`config.mk`:
```
export PLATFORM = sky130hd
export DESIGN_NAME = fpmul_share_arb_flat
export DESIGN_NICKNAME = d
export VERILOG_FILES = /design/src/rtl/fpmul_share_arb_pkg.sv /design/src/rtl/fpmul_share_arb_if.sv /design/src/rtl/fpmul_share_arb_rr_pick.sv /design/src/rtl/fpmul_share_arb.sv /design/src/flat_wrapper.sv
export SDC_FILE = /design/constraint.sdc
export NUM_CORES = 1
export LEC_CHECK = 0
export CELL_PAD_IN_SITES_DETAIL_PLACEMENT = 1
export CELL_PAD_IN_SITES_GLOBAL_PLACEMENT = 1
export CORE_AREA = 2 2 187 189
export CTS_BUF_LIST = sky130_fd_sc_hd__clkbuf_16
export DETAILED_ROUTE_END_ITERATION = 6
export DIE_AREA = 0 0 189 191
export GPL_ROUTABILITY_DRIVEN = 0
export GPL_TIMING_DRIVEN = 0
export HOLD_SLACK_MARGIN = 0.1
export PLACE_DENSITY_LB_ADDON = 0.1
export SLEW_MARGIN = 20
export SYNTH_ARGS = -nofsm -noshare
export SYNTH_HDL_FRONTEND = slang
export SYNTH_SLANG_ARGS = --single-unit
export TNS_END_PERCENT = 5
```
`constraint.sdc`:
```
create_clock -name clk -period 2.65 [get_ports clk]
set_input_delay 0.53 -clock clk [delete_from_list [all_inputs] [get_ports clk]]
set_output_delay 0.53 -clock clk [all_outputs]
set_load 0.005 [all_outputs]
```
`src/rtl/fpmul_share_arb_pkg.sv`:
```
// Shared types and constants for the FP multiplier share arbiter.
// Inflight entries carry a tag field sized for the widest tag any instance may use.
package fpmul_share_arb_pkg;

  localparam int unsigned FP33_W   = 33;
  localparam int unsigned RAISE_W  = 11;
  localparam int unsigned RMODE_W  = 3;
  localparam int unsigned PORT_W   = 3;
  localparam int unsigned TAGW_MAX = 16;

  typedef enum logic [RMODE_W-1:0] {
    TRUNC = 3'd0,
    ROUND = 3'd1,
    EVEN  = 3'd2,
    PLUS  = 3'd3,
    MINUS = 3'd4,
    UP    = 3'd5,
    DOWN  = 3'd6
  } rmode_e;

  typedef struct packed {
    logic                vld;
    logic [PORT_W-1:0]   port;
    logic [TAGW_MAX-1:0] tag;
  } inflight_t;

  // Next round-robin start position after a grant to port g among n ports.
  function automatic logic [PORT_W-1:0] rr_next(input logic [PORT_W-1:0] g,
                                                input int unsigned     n);
    return (32'(g) + 32'd1 >= n) ? '0 : g + PORT_W'(1);
  endfunction

endpackage

```
`src/rtl/fpmul_share_arb_if.sv`:
```
// Requester-side bus of the FP multiplier share arbiter: per-port operands, tag and grant.
interface fpmul_share_arb_if
  import fpmul_share_arb_pkg::*;
#(
  parameter int unsigned NREQ = 4,
  parameter int unsigned TAGW = 6
);

  logic [NREQ-1:0]         req_vld;
  logic [NREQ*FP33_W-1:0]  req_A;
  logic [NREQ*FP33_W-1:0]  req_B;
  logic [NREQ-1:0]         req_copyA;
  logic [NREQ*RMODE_W-1:0] req_rmode;
  logic [NREQ*TAGW-1:0]    req_tag;
  logic [NREQ-1:0]         req_rdy;

  modport master (
    output req_vld, req_A, req_B, req_copyA, req_rmode, req_tag,
    input  req_rdy
  );

  modport slave (
    input  req_vld, req_A, req_B, req_copyA, req_rmode, req_tag,
    output req_rdy
  );

endinterface

```
`src/rtl/fpmul_share_arb_rr_pick.sv`:
```
// Round-robin one-hot picker: first requester at or above ptr wins, wrapping to the bottom.
module fpmul_share_arb_rr_pick
  import fpmul_share_arb_pkg::*;
#(
  parameter int unsigned N = 4
) (
  input  logic [N-1:0]      req,
  input  logic [PORT_W-1:0] ptr,
  output logic [N-1:0]      gnt,
  output logic [PORT_W-1:0] idx,
  output logic              any
);

  logic [N-1:0] upper_mask;
  logic [N-1:0] req_hi;
  logic [N-1:0] src;

  // Requests at or above ptr take priority; only if none exist do the lower ones compete.
  always_comb begin
    upper_mask = '0;
    for (int unsigned i = 0; i < N; i++) begin
      upper_mask[i] = (i >= 32'(ptr));
    end
    req_hi = req & upper_mask;
    src    = (|req_hi) ? req_hi : req;
  end

  always_comb begin
    gnt = '0;
    idx = '0;
    any = 1'b0;
    for (int unsigned i = 0; i < N; i++) begin
      if (!any && src[i]) begin
        any    = 1'b1;
        gnt[i] = 1'b1;
        idx    = PORT_W'(i);
      end
    end
  end

endmodule

```
`src/rtl/fpmul_share_arb.sv`:
```
// Shares one fixed-latency FP multiplier among NREQ requesters and routes results back by port/tag.
// Optional sticky exception accumulator enabled by defining FPMUL_ARB_STICKY_EN.
module fpmul_share_arb
  import fpmul_share_arb_pkg::*;
#(
  parameter int unsigned NREQ = 4,
  parameter int unsigned LAT  = 2,
  parameter int unsigned TAGW = 6
) (
  input  logic               clk,
  input  logic               rst,
  fpmul_share_arb_if.slave   req_bus,
  input  logic               hold,
  input  logic               flush,
  output logic [FP33_W-1:0]  mul_A,
  output logic [FP33_W-1:0]  mul_B,
  output logic               mul_copyA,
  output logic [RMODE_W-1:0] mul_rmode,
  output logic               mul_en,
  input  logic [FP33_W-1:0]  mul_res,
  input  logic [RAISE_W-1:0] mul_raise,
  output logic               out_vld,
  output logic [PORT_W-1:0]  out_port,
  output logic [TAGW-1:0]    out_tag,
  output logic [FP33_W-1:0]  out_res,
  output logic [RAISE_W-1:0] out_raise
`ifdef FPMUL_ARB_STICKY_EN
  ,
  output logic [RAISE_W-1:0] raise_acc,
  input  logic               raise_clr
`endif
);

  logic [PORT_W-1:0] ptr_q;
  logic [NREQ-1:0]   cand;
  logic [NREQ-1:0]   gnt;
  logic [PORT_W-1:0] gnt_idx;
  logic              gnt_any;
  logic [TAGW-1:0]   gnt_tag;
  inflight_t         pipe_q [LAT];
  logic              unused_tag_hi;

  // Reset behaves like flush: no new issue while either is active.
  assign cand = (rst || hold || flush) ? '0 : req_bus.req_vld;

  fpmul_share_arb_rr_pick #(
    .N (NREQ)
  ) u_pick (
    .req (cand),
    .ptr (ptr_q),
    .gnt (gnt),
    .idx (gnt_idx),
    .any (gnt_any)
  );

  assign req_bus.req_rdy = gnt;
  assign mul_en          = gnt_any;

  always_comb begin
    mul_A     = '0;
    mul_B     = '0;
    mul_copyA = 1'b0;
    mul_rmode = '0;
    gnt_tag   = '0;
    for (int unsigned i = 0; i < NREQ; i++) begin
      if (gnt[i]) begin
        mul_A     = req_bus.req_A[FP33_W*i +: FP33_W];
        mul_B     = req_bus.req_B[FP33_W*i +: FP33_W];
        mul_copyA = req_bus.req_copyA[i];
        mul_rmode = req_bus.req_rmode[RMODE_W*i +: RMODE_W];
        gnt_tag   = req_bus.req_tag[TAGW*i +: TAGW];
      end
    end
  end

  always_ff @(posedge clk) begin
    if (rst) begin
      ptr_q <= '0;
    end else if (gnt_any) begin
      ptr_q <= rr_next(gnt_idx, NREQ);
    end
  end

  // Tracking pipe mirrors the multiplier latency; it never stalls, only flushes.
  always_ff @(posedge clk) begin
    if (rst || flush) begin
      for (int unsigned k = 0; k < LAT; k++) begin
        pipe_q[k] <= '0;
      end
    end else begin
      pipe_q[0] <= '{vld: gnt_any, port: gnt_idx, tag: TAGW_MAX'(gnt_tag)};
      for (int unsigned k = 1; k < LAT; k++) begin
        pipe_q[k] <= pipe_q[k-1];
      end
    end
  end

  assign out_vld       = pipe_q[LAT-1].vld & ~flush & ~rst;
  assign out_port      = pipe_q[LAT-1].port;
  assign out_tag       = pipe_q[LAT-1].tag[TAGW-1:0];
  assign out_res       = mul_res;
  assign out_raise     = mul_raise;
  assign unused_tag_hi = ^pipe_q[LAT-1].tag;

`ifdef FPMUL_ARB_STICKY_EN
  // Clear takes effect before the OR, so a same-cycle result survives the clear.
  always_ff @(posedge clk) begin
    if (rst) begin
      raise_acc <= '0;
    end else begin
      raise_acc <= (raise_clr ? '0 : raise_acc) | (out_vld ? out_raise : '0);
    end
  end
`endif

endmodule

```
`src/flat_wrapper.sv`:
```
// flat-port wrapper written by rule: the top's interface ports become plain ports
module fpmul_share_arb_flat import fpmul_share_arb_pkg::*;
#(
  parameter int unsigned NREQ = 4,
  parameter int unsigned LAT  = 2,
  parameter int unsigned TAGW = 6
)
  (clk, rst, hold, flush, mul_A, mul_B, mul_copyA, mul_rmode, mul_en, mul_res, mul_raise, out_vld, out_port, out_tag, out_res, out_raise, req_bus_req_vld, req_bus_req_A, req_bus_req_B, req_bus_req_copyA, req_bus_req_rmode, req_bus_req_tag, req_bus_req_rdy);
  fpmul_share_arb_if #(.NREQ(NREQ), .TAGW(TAGW)) req_bus_i ();
  input  logic clk;
  input  logic rst;
  input  logic hold;
  input  logic flush;
  output logic [FP33_W-1:0] mul_A;
  output logic [FP33_W-1:0] mul_B;
  output logic mul_copyA;
  output logic [RMODE_W-1:0] mul_rmode;
  output logic mul_en;
  input  logic [FP33_W-1:0] mul_res;
  input  logic [RAISE_W-1:0] mul_raise;
  output logic out_vld;
  output logic [PORT_W-1:0] out_port;
  output logic [TAGW-1:0] out_tag;
  output logic [FP33_W-1:0] out_res;
  output logic [RAISE_W-1:0] out_raise;
  input wire logic [$bits(req_bus_i.req_vld)-1:0] req_bus_req_vld;
  input wire logic [$bits(req_bus_i.req_A)-1:0] req_bus_req_A;
  input wire logic [$bits(req_bus_i.req_B)-1:0] req_bus_req_B;
  input wire logic [$bits(req_bus_i.req_copyA)-1:0] req_bus_req_copyA;
  input wire logic [$bits(req_bus_i.req_rmode)-1:0] req_bus_req_rmode;
  input wire logic [$bits(req_bus_i.req_tag)-1:0] req_bus_req_tag;
  output wire logic [$bits(req_bus_i.req_rdy)-1:0] req_bus_req_rdy;
  assign req_bus_i.req_vld = req_bus_req_vld;
  assign req_bus_i.req_A = req_bus_req_A;
  assign req_bus_i.req_B = req_bus_req_B;
  assign req_bus_i.req_copyA = req_bus_req_copyA;
  assign req_bus_i.req_rmode = req_bus_req_rmode;
  assign req_bus_i.req_tag = req_bus_req_tag;
  assign req_bus_req_rdy = req_bus_i.req_rdy;
  fpmul_share_arb #(.NREQ(NREQ), .LAT(LAT), .TAGW(TAGW)) u_core (.clk(clk), .rst(rst), .req_bus(req_bus_i), .hold(hold), .flush(flush), .mul_A(mul_A), .mul_B(mul_B), .mul_copyA(mul_copyA), .mul_rmode(mul_rmode), .mul_en(mul_en), .mul_res(mul_res), .mul_raise(mul_raise), .out_vld(out_vld), .out_port(out_port), .out_tag(out_tag), .out_res(out_res), .out_raise(out_raise));
endmodule
```
==> flow_summary_export.csv <==
group,metric,value,unit
clocking,cts_buffer_depth,2,
clocking,cts_made_buffers,3,
pwr,leakage,3.646,nW
detailed_routing,drtIter0Drc,232,
worst_setup_path,crit_slowest_cell,"or4b_4",
clocking,cts_tree,"yes",
worst_setup_path,max_stage_delay,0.55,ns
timing,hold_viol,0,
worst_setup_path,critPathKind,"input pin to primary output",
pwr,ir_worst_vdd,0.0001874,V
detailed_routing,antenna_left,0,
clocking,clkTransAtPathRegs,0.06,ns
clocking,ctsHoldBuffers,0,
synth,synthCells,595,
timing,fmax,361.4,MHz
synth,synth_ff_type,"dfxtp_1",
global_routing,grt_max_degree,12,
synth,synth.most_common_cell,"nand3_1",
synth,synth_nets,951,
global_routing,grtUsageTotal,18.10,%
floorplanning,coreArea,34120,um^2
synth,synth_area_per_cell,6.727,um^2
layout,fin_nets,1440,
floorplanning,rows,68,
worst_setup_path,critical_path.startpoint_type,"input pin",
detailed_routing,route.detailed.drc,0,
timing,worst_pin_slew,0.5873,ns
clocking,clk_latency,0.26,ns
worst_setup_path,crit_arrival,2.24,ns
worst_setup_path,critPathMaxFanout,6,
detailed_routing,wire_per_inst,22.50,um
timing,setup_violations,36,
timing,finalCritPeriodShare,104.4,%
worst_setup_path,worstPathCellList,"buf_8 -> or4b_4 -> a21oi_4 -> buf_6 -> buf_12 -> buf_12 -> buf_16 -> o211ai_1 -> a41oi_1 -> buf_2",
timing,min_period,2.767,ns
worst_setup_path,crit_path_end_kind,"primary output",
global_routing,grt_pass1_wl,50.34,mm
timing,finalMaxSlewViolations,0,
placement,hpwl,26.14,mm
synth,netlist_area,4003,um^2
min_path,holdCritPathClass,"flop to flop",
timing,fin_worst_skew,0.003529,ns
synth,ys_top_cells_by_area,"a41oi_1, o211ai_1, nand4_1, buf_4, dfxtp_1",
worst_setup_path,critPathTopFamily,"buffers and inverters",
detailed_routing,vias_per_cell,4.604,
clocking,cts_htree_levels,1,
detailed_routing,vias,7095,
layout,area_growth,157.5,%
synth,synth.distinct_cells,34,
synth,ys_seq_area_share,10.50,%
placement,placed_cell_area,8956,um^2
worst_setup_path,required,2.12,ns
global_routing,grt_overflow,0,
synth,synth_commonest_cells,"nand3_1, a41oi_1, nand4_1, nor3_1, o211ai_1",
synth,yosysTopAreaCellShare,16.63,%
timing,slew_headroom,60.85,%
detailed_routing,firstDrtPassIters,4,
clocking,clockRootBuffer,"clkbuf_16",
global_routing,antenna_found_initial,2,
job,drv_cap,0,
synth,yosys_warnings,0,
clocking,cts_sinks,21,
floorplanning,die_w,189,um
synth,synth_edf_count,0,
timing,worst_slack,-0.1167,ns
outcome,violations,"setup timing",
timing,rsz0062_at_grt,"yes",
worst_setup_path,path_buf_inv,6,
placement,port_buffers,438,
detailed_routing,wl,34.67,mm
floorplanning,start_util,11.73,%
synth,async_flop_share,0,%
layout,fin_area,10310,um^2
layout,drive_above_1_share,30.56,%
synth,ys_seq_elements,21,
floorplanning,die_area,36100,um^2
global_routing,grt_pass1_vias,7972,
outcome,status,"finished with violations",
timing,fin_tns_setup,-2.635,ns
synth,synth_area_leader_cell,"a41oi_1",
pwr,power_per_cell_area,186.2,nW/um^2
worst_setup_path,cpMostUsedCell,"buf_12",
floorplanning,io_pins,485,
floorplanning,die_h,191,um
[sequential cells by signal, summed over array words and instances (netlist names)]
name / cells
u_core.ptr_q: 3
u_core.pipe_q: 18
[per-layer routing]
metal / vias up / global-route usage [%] / share of wire, %
li1: 3360 / - / -
met1: 3401 / 22.03 / 41
met2: 301 / 32.78 / 51
met3: 33 / 3.305 / 5.7
met4: 0 / 4.297 / 2.0
met5: - / 0 / 0
[power breakdown]
group          total [mW]  leakage, nW  switching [mW]  internal (mW)
registers           0.333        0.173         0.00582          0.327
clock network       0.329       0.0423           0.127          0.202
logic                1.26         3.43           0.484          0.773
total                1.92         3.65           0.617           1.30
[cells in the final DEF (no fill, tap or decap), types with 15 or more instances in the layout]
cell type,instances
clkbuf_2,21
clkdlybuf4s50_1,357
nand3_1,72
buf_6,15
buf_8,16
nor3_1,75
o211ai_1,76
buf_4,85
a41oi_1,33
a41oi_2,42
buf_12,16
buf_2,74
nand4_1,76
dfxtp_1,18
[logic make-up after synthesis]
logic type / count (synthesis) / synth area share (%)
AND/OR/NAND/NOR: 257 / 35.42
AO/OA/AOI/OAI: 168 / 33.92
buffers and inverters: 148 / 20.07
flip-flops: 21 / 10.50
other: 1 / 0.09369
[final timing paths]
kind | from | endpoint | slack (ns) | depth (start not counted)
max | hold | mul_rmode[1] | -0.12 | 10
min reg2reg | u_core.pipe_q[0][1]$_SDFF_PP0_ | u_core.pipe_q[0][21]$_SDFF_PP0_ | 0.43 | 1
max reg2reg | u_core.ptr_q[1]$_SDFFE_PP0P_ | u_core.ptr_q[0]$_SDFFE_PP0P_ | 0.75 | 10
min | u_core.pipe_q[0][1]$_SDFF_PP0_ | u_core.pipe_q[0][21]$_SDFF_PP0_ | 0.43 | 1
[metrics by stage]
| stage | setup slack, ns | hold WS [ns] | power, mW | std cells | utilization (%) |
|---|---|---|---|---|---|
| after floorplan | 0.1696 | 0.4057 | 0.6595 | 595 | - |
| after global placement | -1.995 | 0.4110 | 1.499 | 1488 | 26.25 |
| after detailed placement | -1.996 | 0.4128 | 1.495 | 1488 | 26.25 |
| after CTS | -0.1758 | 0.4271 | 1.936 | 1538 | 29.98 |
| after global routing | -0.2230 | 0.4408 | 2.029 | 1540 | 30.21 |
| final | -0.1167 | 0.4256 | 1.919 | 1541 | 30.21 |
[worst register-to-register path, delay by kind of cell, from the launching register on]
family / cells / cell delay, ns
and+or+nand+nor: 1 / 0.23
AOI/OAI and AO/OA: 3 / 0.37
buffers and inverters: 6 / 0.82
DFF: 1 / 0.41
[what timing repair did]
| item | 4_1_cts | 5_1_grt |
|---|---|---|
| endpoints found under the setup margin | 88 | 74 |
| cloned | 7 | 0 |
| buffers inserted | 40 | 0 |
| pin swaps | 102 | 49 |
| resized for setup | 582 | 26 |
[cell type report]
type | instances | area (um^2)
antenna | 3 | 7.507
clock buffer | 3 | 75.07
buffer | 144 | 1321
inverter | 3 | 13.76
tap | 455 | 569.3
multi-input combinational | 426 | 3268
sequential | 21 | 426.7
fill | 4031 | 23810
timing repair buffer | 485 | 4623
clock inverter | 1 | 3.754
No activity file was read; power rests on OpenSTA's default activity.
